[config.mk]
export PLATFORM = sky130hd
export DESIGN_NAME = eflags_wb
export DESIGN_NICKNAME = d
export VERILOG_FILES = /design/src/rtl/eflags_pkg.sv /design/src/rtl/eflags_merge.sv /design/src/rtl/eflags_wb.sv
export SDC_FILE = /design/constraint.sdc
export NUM_CORES = 1
export LEC_CHECK = 0
export BUFFER_PORTS_ARGS = -buffer_cell sky130_fd_sc_hd__buf_2
export CORE_MARGIN = 4
export CORE_UTILIZATION = 49
export CTS_BUF_LIST = sky130_fd_sc_hd__clkbuf_4 sky130_fd_sc_hd__clkbuf_8 sky130_fd_sc_hd__clkbuf_16
export DETAILED_ROUTE_END_ITERATION = 10
export PLACE_DENSITY = 0.81
export SLEW_MARGIN = 20
export SYNTH_ARGS = -nofsm -noshare
export SYNTH_HDL_FRONTEND = slang
export SYNTH_SLANG_ARGS = --single-unit
[constraint.sdc]
create_clock -name clk -period 4.45 [get_ports clk]
set_input_delay 0.445 -clock clk [delete_from_list [all_inputs] [get_ports clk]]
set_output_delay 0.445 -clock clk [all_outputs]
set_load 0.02 [all_outputs]
[src/rtl/eflags_pkg.sv]
// -----------------------------------------------------------------------------
// eflags_pkg
// Shared definitions for the EFLAGS write-back block:
//   - ALU1/CMPS flag-vector indices (CF_IDX..OF_IDX)
//   - architectural EFLAGS bit positions (CF_BIT..OF_BIT)
//   - ISR tracking state type
//   - one-entry EX->WB latch payload
// -----------------------------------------------------------------------------
package eflags_pkg;

  // Index of each flag inside the 6-bit ALU1/CMPS flag vectors.
  localparam int CF_IDX = 0;
  localparam int PF_IDX = 1;
  localparam int AF_IDX = 2;
  localparam int ZF_IDX = 3;
  localparam int SF_IDX = 4;
  localparam int OF_IDX = 5;

  // Position of each flag inside the 32-bit EFLAGS register.
  localparam int CF_BIT = 0;
  localparam int PF_BIT = 2;
  localparam int AF_BIT = 4;
  localparam int ZF_BIT = 6;
  localparam int SF_BIT = 7;
  localparam int DF_BIT = 10;
  localparam int OF_BIT = 11;

  // Bit 1 of EFLAGS is hard-wired to one.
  localparam logic [31:0] EFLAGS_FIXED1 = 32'h0000_0002;

  typedef enum logic {
    IDLE = 1'b0,
    ISR  = 1'b1
  } isr_state_t;

  typedef struct packed {
    logic        v;         // entry holds a flag-producing op
    logic [5:0]  flags;     // selected ALU1/CMPS flags
    logic [5:0]  ld;        // per-flag load enables, flag-vector indexing
    logic        ld_df;
    logic        df_val;
    logic        popf_v;    // full EFLAGS load, overrides ld/ld_df
    logic [31:0] popf_val;
  } wb_entry_t;

  // Map a flag-vector index to its EFLAGS bit position.
  function automatic int flag_bit(input int idx);
    case (idx)
      CF_IDX:  return CF_BIT;
      PF_IDX:  return PF_BIT;
      AF_IDX:  return AF_BIT;
      ZF_IDX:  return ZF_BIT;
      SF_IDX:  return SF_BIT;
      default: return OF_BIT;
    endcase
  endfunction

endpackage

[src/rtl/eflags_merge.sv]
// -----------------------------------------------------------------------------
// eflags_merge
// Combinational merge of a 6-bit flag vector into a 32-bit EFLAGS value.
// Only flags whose mask bit is set replace the base value; DF is replaced when
// i_ld_df is set. Bit 1 of the result is always one.
// Ports:
//   i_base    [31:0]  current EFLAGS value
//   i_flags   [5:0]   new flag values (CF0 PF1 AF2 ZF3 SF4 OF5)
//   i_mask    [5:0]   per-flag load enables, same indexing
//   i_ld_df           load DF
//   i_df_val          new DF value
//   o_eflags  [31:0]  merged EFLAGS
// -----------------------------------------------------------------------------
module eflags_merge
  import eflags_pkg::*;
(
  input  logic [31:0] i_base,
  input  logic [5:0]  i_flags,
  input  logic [5:0]  i_mask,
  input  logic        i_ld_df,
  input  logic        i_df_val,
  output logic [31:0] o_eflags
);

  always_comb begin
    // NOTE: assigning a full default first keeps this block free of inferred
    // latches even though the loop only touches a few bits.
    o_eflags = i_base;
    for (int i = 0; i < 6; i++) begin
      if (i_mask[i]) o_eflags[flag_bit(i)] = i_flags[i];
    end
    if (i_ld_df) o_eflags[DF_BIT] = i_df_val;
    o_eflags = o_eflags | EFLAGS_FIXED1;
  end

endmodule

[src/rtl/eflags_wb.sv]
// -----------------------------------------------------------------------------
// eflags_wb
// Consumer end of the ALU1 flag interface. Latches ALU1/CMPS flag results into
// a one-entry EX->WB register, commits them to the architectural EFLAGS, feeds
// CF/AF/DF back to ALU1 and saves/restores EFLAGS around an ISR.
//
// Build option: define EFLAGS_BYPASS_EN to forward the pending WB entry to
// CF_in/AF_in/DF_in (ex_stall tied low). Without it, EX is stalled while the
// pending entry writes CF, AF, DF or is a POPF.
//
// Ports:
//   clk, rst                       clock, synchronous active-high reset
//   ex_v                           EX holds a valid flag-producing op
//   alu1_flags, cmps_flags [5:0]   flag sources; cmps_sel picks cmps_flags
//   ld_flag_CF..ld_flag_OF         per-flag load enables
//   df_val_ex, ld_df               DF update
//   popf_v, popf_val [31:0]        full EFLAGS load
//   wb_stall, flush                WB hold / kill pending entry
//   isr_entry, iret                interrupt entry / return pulses
//   eflags [31:0]                  architectural EFLAGS
//   CF_in, AF_in, DF_in            flags returned to ALU1
//   ex_stall                       EX must hold this cycle
//   isr_active, isr_err            ISR state, sticky protocol error
// -----------------------------------------------------------------------------
module eflags_wb
  import eflags_pkg::*;
#(
  parameter logic [31:0] RST_EFLAGS = 32'h0000_0002
) (
  input  logic        clk,
  input  logic        rst,
  input  logic        ex_v,
  input  logic [5:0]  alu1_flags,
  input  logic [5:0]  cmps_flags,
  input  logic        cmps_sel,
  input  logic        ld_flag_CF,
  input  logic        ld_flag_PF,
  input  logic        ld_flag_AF,
  input  logic        ld_flag_ZF,
  input  logic        ld_flag_SF,
  input  logic        ld_flag_OF,
  input  logic        df_val_ex,
  input  logic        ld_df,
  input  logic        popf_v,
  input  logic [31:0] popf_val,
  input  logic        wb_stall,
  input  logic        flush,
  input  logic        isr_entry,
  input  logic        iret,
  output logic [31:0] eflags,
  output logic        CF_in,
  output logic        AF_in,
  output logic        DF_in,
  output logic        ex_stall,
  output logic        isr_active,
  output logic        isr_err
);

  wb_entry_t   r_wb;
  wb_entry_t   w_ex_entry;
  isr_state_t  r_state;
  logic [31:0] r_eflags;
  logic [31:0] r_saved_eflags;
  logic        r_isr_err;

  logic [31:0] w_merged;
  logic [31:0] w_wb_eflags;     // EFLAGS as the pending entry would leave it
  logic [31:0] w_after_commit;  // EFLAGS after this cycle's commit, if any
  logic [31:0] w_fwd;
  logic        w_commit;

  always_comb begin
    w_ex_entry          = '0;
    w_ex_entry.v        = ex_v;
    w_ex_entry.flags    = cmps_sel ? cmps_flags : alu1_flags;
    w_ex_entry.ld       = {ld_flag_OF, ld_flag_SF, ld_flag_ZF,
                           ld_flag_AF, ld_flag_PF, ld_flag_CF};
    w_ex_entry.ld_df    = ld_df;
    w_ex_entry.df_val   = df_val_ex;
    w_ex_entry.popf_v   = popf_v;
    w_ex_entry.popf_val = popf_val;
  end

  // One merge serves both the commit path and the forwarding path.
  eflags_merge u_merge (
    .i_base   (r_eflags),
    .i_flags  (r_wb.flags),
    .i_mask   (r_wb.ld),
    .i_ld_df  (r_wb.ld_df),
    .i_df_val (r_wb.df_val),
    .o_eflags (w_merged)
  );

  assign w_wb_eflags    = r_wb.popf_v ? (r_wb.popf_val | EFLAGS_FIXED1) : w_merged;
  assign w_commit       = r_wb.v & ~wb_stall & ~flush;
  assign w_after_commit = w_commit ? w_wb_eflags : r_eflags;

`ifdef EFLAGS_BYPASS_EN
  assign w_fwd    = r_wb.v ? w_wb_eflags : r_eflags;
  assign ex_stall = 1'b0;
`else
  assign w_fwd    = r_eflags;
  assign ex_stall = ex_v & r_wb.v &
                    (r_wb.ld[CF_IDX] | r_wb.ld[AF_IDX] | r_wb.ld_df | r_wb.popf_v);
`endif

  assign CF_in      = w_fwd[CF_BIT];
  assign AF_in      = w_fwd[AF_BIT];
  assign DF_in      = w_fwd[DF_BIT];
  assign eflags     = r_eflags;
  assign isr_active = (r_state == ISR);
  assign isr_err    = r_isr_err;

  // EX->WB latch. A stalled EX inserts a bubble so the entry that commits this
  // cycle is not left behind to commit a second time.
  always_ff @(posedge clk) begin
    if (rst) begin
      r_wb <= '0;
    end else if (flush) begin
      r_wb.v <= 1'b0;
    end else if (!wb_stall) begin
      if (ex_stall) r_wb.v <= 1'b0;
      else          r_wb   <= w_ex_entry;
    end
  end

  // Architectural EFLAGS and ISR tracking.
  always_ff @(posedge clk) begin
    if (rst) begin
      r_eflags       <= RST_EFLAGS | EFLAGS_FIXED1;
      r_saved_eflags <= '0;
      r_state        <= IDLE;
      r_isr_err      <= 1'b0;
    end else begin
      r_eflags <= w_after_commit;
      case (r_state)
        IDLE: begin
          if (isr_entry) begin
            r_saved_eflags <= w_after_commit;
            r_state        <= ISR;
          end
          if (iret) r_isr_err <= 1'b1;
        end
        ISR: begin
          if (iret) begin
            // NOTE: this later non-blocking write to r_eflags wins over the
            // commit value above, which is how a restore overrides a commit.
            r_eflags <= r_saved_eflags;
            r_state  <= IDLE;
          end
          if (isr_entry) r_isr_err <= 1'b1;
        end
        default: r_state <= IDLE;
      endcase
    end
  end

endmodule

# == Word level (Yosys, flattened, before mapping) ==
# Cells that the tools add are included.
# word_totals
ff_bits,114
input_bits,61
out_inout_bits,38
word_cells,89
# op_classes
order_cmp,12
eq_ne,2
n_mux,43
bitwise_logic,11
reduce_logical,10
# op_table
operator,n
$mux 32,16
$bwmux 32,6
$ge 32x1->1 const B,6
$lt 32x7->1 const B,6
$demux 1 s5,6
$mux 1,12
$logic_and 1x1->1,6
$mux 6,1
$and 1x1->1,4
$ne 2x2->1 const B,2
$not 1->1,4
$pmux 1 s2,2
$reduce_and 2->1,2
$or 1x1->1,3
$reduce_and 3->1,1
$reduce_or 2->1,1

# == Longest topological paths before layout ==
# depth
word_depth,22
mapped_depth,7
ltp_nobuf,4

# == Modules after synthesis ==
# Synthesis repeated with hierarchy kept, for this count alone.
# hier_totals
hier_cells,517
hier_area_um2,5340.1
# by_module_without_submodules
module,n_inst,cells_per_inst,area_each_um2,seq_area_each_um2
eflags_wb,1,484,5043.6,2262.2
eflags_merge,1,33,296.5,0.0

# == Worst setup path before layout ==
# OpenSTA, ideal clock, no wires.
# synth_path
kind,input-to-reg
startpoint,input port wb_stall
endpoint,register r_saved_eflags[22]
setup_time_ps,132
arrival_time_ps,1851
required_time_ps,4318
setup_slack_ps,2467
path_stages,7
n_path_buf,3
path_cell_list,clkbuf_1 nor4bb_1 clkbuf_1 buf_2 mux2_2 nor2_1 nor3_1
# synth_via
elab_chain_cells,4
# synth_lines
element,line,text
"start, declared",eflags_wb.sv:46,"input logic wb_stall,"
$not 1->1 (no source line),--,
$and 1x1->1 (2 in a row),eflags_wb.sv:95,assign w_commit = r_wb.v & ~wb_stall & ~flush;
$mux 32,eflags_wb.sv:96,assign w_after_commit = w_commit ? w_wb_eflags : r_eflags;
"end signal, assigned",eflags_wb.sv:139,r_saved_eflags <= w_after_commit;
"end, declared",eflags_wb.sv:63,logic [31:0] r_saved_eflags;
# Every way passes these cells.
# A chain may end at the register's enable or synchronous reset.

# == Final worst setup path ==
# layout_path
startpoint,register r_wb[32] in the netlist's numbering
endpoint,register r_wb[44] in the netlist's numbering
# layout_via
elab_chain_cells,4
# layout_lines
element,line,text
"start, declared",eflags_wb.sv:59,wb_entry_t r_wb;
"start signal, assigned",eflags_wb.sv:123,else r_wb <= w_ex_entry;
$or 1x1->1,eflags_wb.sv:104,(r_wb.ld[CF_IDX] | r_wb.ld[AF_IDX] | r_wb.ld_df | r_wb.popf_v);
$and 1x1->1,eflags_wb.sv:103,assign ex_stall = ex_v & r_wb.v &
$not 1->1 (no source line),--,
$reduce_and 3->1 (no source line),--,
# Every way passes these cells.

==> run metrics <==
RSZ-0062 raised after global routing=no; Crit Path Max Fanout=24; max-cap viol count=0; IO Pins=99; Antenna Cells=0; Yosys cell types=27; P&R area growth vs syn=24.7%; Post-Synthesis Mean Instance Area=8.19 µm²; CP Capture Type=register; gr busiest metal=met2; Fin. Hold Viols=0; total global-route track usage=21.5%; worst slew pin tran=1.08 ns; final worst-path cycle share=62.8%; max-slew violations=0; CTS tree=built; setup TNS=0 ns; pin count of the biggest net entering global routing=109; Iter 0 DRT Violations=225; met1 Track Usage GR=26.7%; initial antenna violation count=0; most common cell after layout, fill and taps aside=dfxtp_1; # clock sinks=113; critical setup path kind=register to register; top-area cell type share of the netlist area=50.4%; top cell type by total area after synthesis=dfxtp_1; Core Region=8810 µm²; number of synthesis warnings=0; Max H-tree Level=4; antenna-violating nets left=0; relative slew slack=27.8%; die height=104 µm; outcome=finished, final reports clean; row count=34; Pleak=2.40 nW; Post-route DRC=0; #FFs+latches synth=113; Critical Path RT=4.85 ns; Crit path arrival time=3.19 ns; Final nets=685; clk root buf=clkbuf_8; post-DP HPWL=7.27 mm; Setup crit start kind=register; vias in the first global route=4025; initial core utilization=51.0%; TritonRoute pass-1 iters=5; WL per Instance=15.3 µm; Horiz. Die Dim=104 µm; Tmin final=2.79 ns; top post-synthesis cells by area=dfxtp_1, nor2_1, nand2_1; worst skew pair latency=0.49 ns; power per standard cell area=487 nW/µm²; Hold Buf Count CTS=0; Hold Crit Class=input port to register; DR vias=4028; Setup Fix Bufs, Post-CTS=0; met2 Use GR=35.5%; clock skew=0.00785 ns; GP Congestion=0.788; Fmax=358 MHz; full die area=10800 µm²; fillers=736; post-CTS sizing=0; layout cells sized above 1=25.9%; Inserted Clock Buffers=17; cell count after synthesis=548; via/cell ratio=5.41; clk slew on worst S/H paths=0.06 ns; first-pass GRT wire length=19.1 mm; final setup fails=0; port buffer count=97; maximum vdd drop=0.290 mV; total power=2.73 mW; register area share after synthesis=50.4%; commonest non-fill, non-tap cells in the layout=dfxtp_1, nor2_1, buf_2; Post-Syn Area=4490 µm²; Total Wirelength=11.4 mm; global routing usage on met3=6.59%; Max clock buf depth=2; syn nets=609; Remaining Overflow, GRT=0
==> Yosys cell counts <==
library cell / n
a211oi_1: 7
a21oi_1: 48
a2bb2oi_1: 1
a311o_1: 1
a311oi_4: 1
and2_1: 1
and3_1: 1
buf_1: 4
buf_2: 6
buf_4: 4
clkbuf_1: 31
dfxtp_1: 113
inv_1: 6
mux2_2: 24
mux2i_1: 6
nand2_1: 82
nand2b_1: 12
nor2_1: 107
nor2b_1: 3
nor3_1: 52
nor3b_1: 6
nor3b_2: 1
nor4bb_1: 1
o21a_1: 7
o21bai_1: 1
o22ai_1: 21
or4_4: 1
==> path summary, 6_finish.rpt <==
kind           startpoint  endpoint  slack [ns]  cells after the start
min          popf_val[31]  r_wb[31]        0.18                      3
max reg2reg      r_wb[32]  r_wb[44]        1.66                      5
min reg2reg      r_wb[18]  r_wb[18]        0.45                      2
max              r_wb[32]  r_wb[44]        1.66                      5
==> flip-flops by register name (all words and copies together), names as in the netlist <==
| signal | cells |
|---|---|
| eflags | 32 |
| isr_active | 1 |
| isr_err | 1 |
| r_saved_eflags | 32 |
| r_wb | 47 |
==> logic make-up after synthesis <==
logic type,count (synthesis),synth area share [%]
buffers and inverters,51,4.76
AO/OA/AOI/OAI,87,11.8
flip-flops,113,50.4
multiplexers,30,7.36
AND/OR/NAND/NOR,267,25.7
==> report_power, final <==
part           switching, mW  leakage [nW]  total [mW]  internal, mW
Combinational          0.145          1.17       0.239        0.0931
Clock                  0.448         0.304        1.39         0.945
Sequential            0.0328         0.925        1.10          1.07
==> metal layers <==
| metal | share of wire (%) | wire, µm | up-vias |
|---|---|---|---|
| li1 | - | - | 1986 |
| met1 | 43 | 4890 | 1888 |
| met2 | 49 | 5600 | 139 |
| met3 | 6.8 | 778 | 15 |
| met4 | 1.4 | 157 | 0 |
| met5 | 0 | 0 | - |
==> critical path, cell delays in order (launching register included) <==
cell,delay [ns]
dfxtp_1,0.55
or4_4,0.66
a311oi_4,0.85
buf_4,0.37
nor2_1,0.07
a211oi_1,0.19
==> layout make-up <==
cell class                      instances  area, µm²  area share [%]
Multi-Input combinational cell        384       2040            36.3
Tap cell                              108        135            2.41
Inverter                                6       22.5           0.402
Clock inverter                         11        160            2.86
Timing Repair Buffer                  102        529            9.45
Sequential cell                       113       2260            40.4
Clock buffer                           21        457            8.15
==> per-stage QoR <==
stage / util, % / setup slack (ns) / instance area [µm²] / hold slack, ns / std cells
floorplan: - / 2.47 / 4490 / 0.433 / 548
detailed placement: 56.5 / 1.65 / 4970 / 0.446 / 712
finish: 63.6 / 1.66 / 5600 / 0.185 / 745
global placement: 56.5 / 1.75 / 4970 / 0.441 / 712
CTS: 63.5 / 1.66 / 5590 / 0.168 / 744
global route: 63.6 / 1.42 / 5600 / 0.163 / 745
Note: power is estimated with default switching activity, not from simulation.
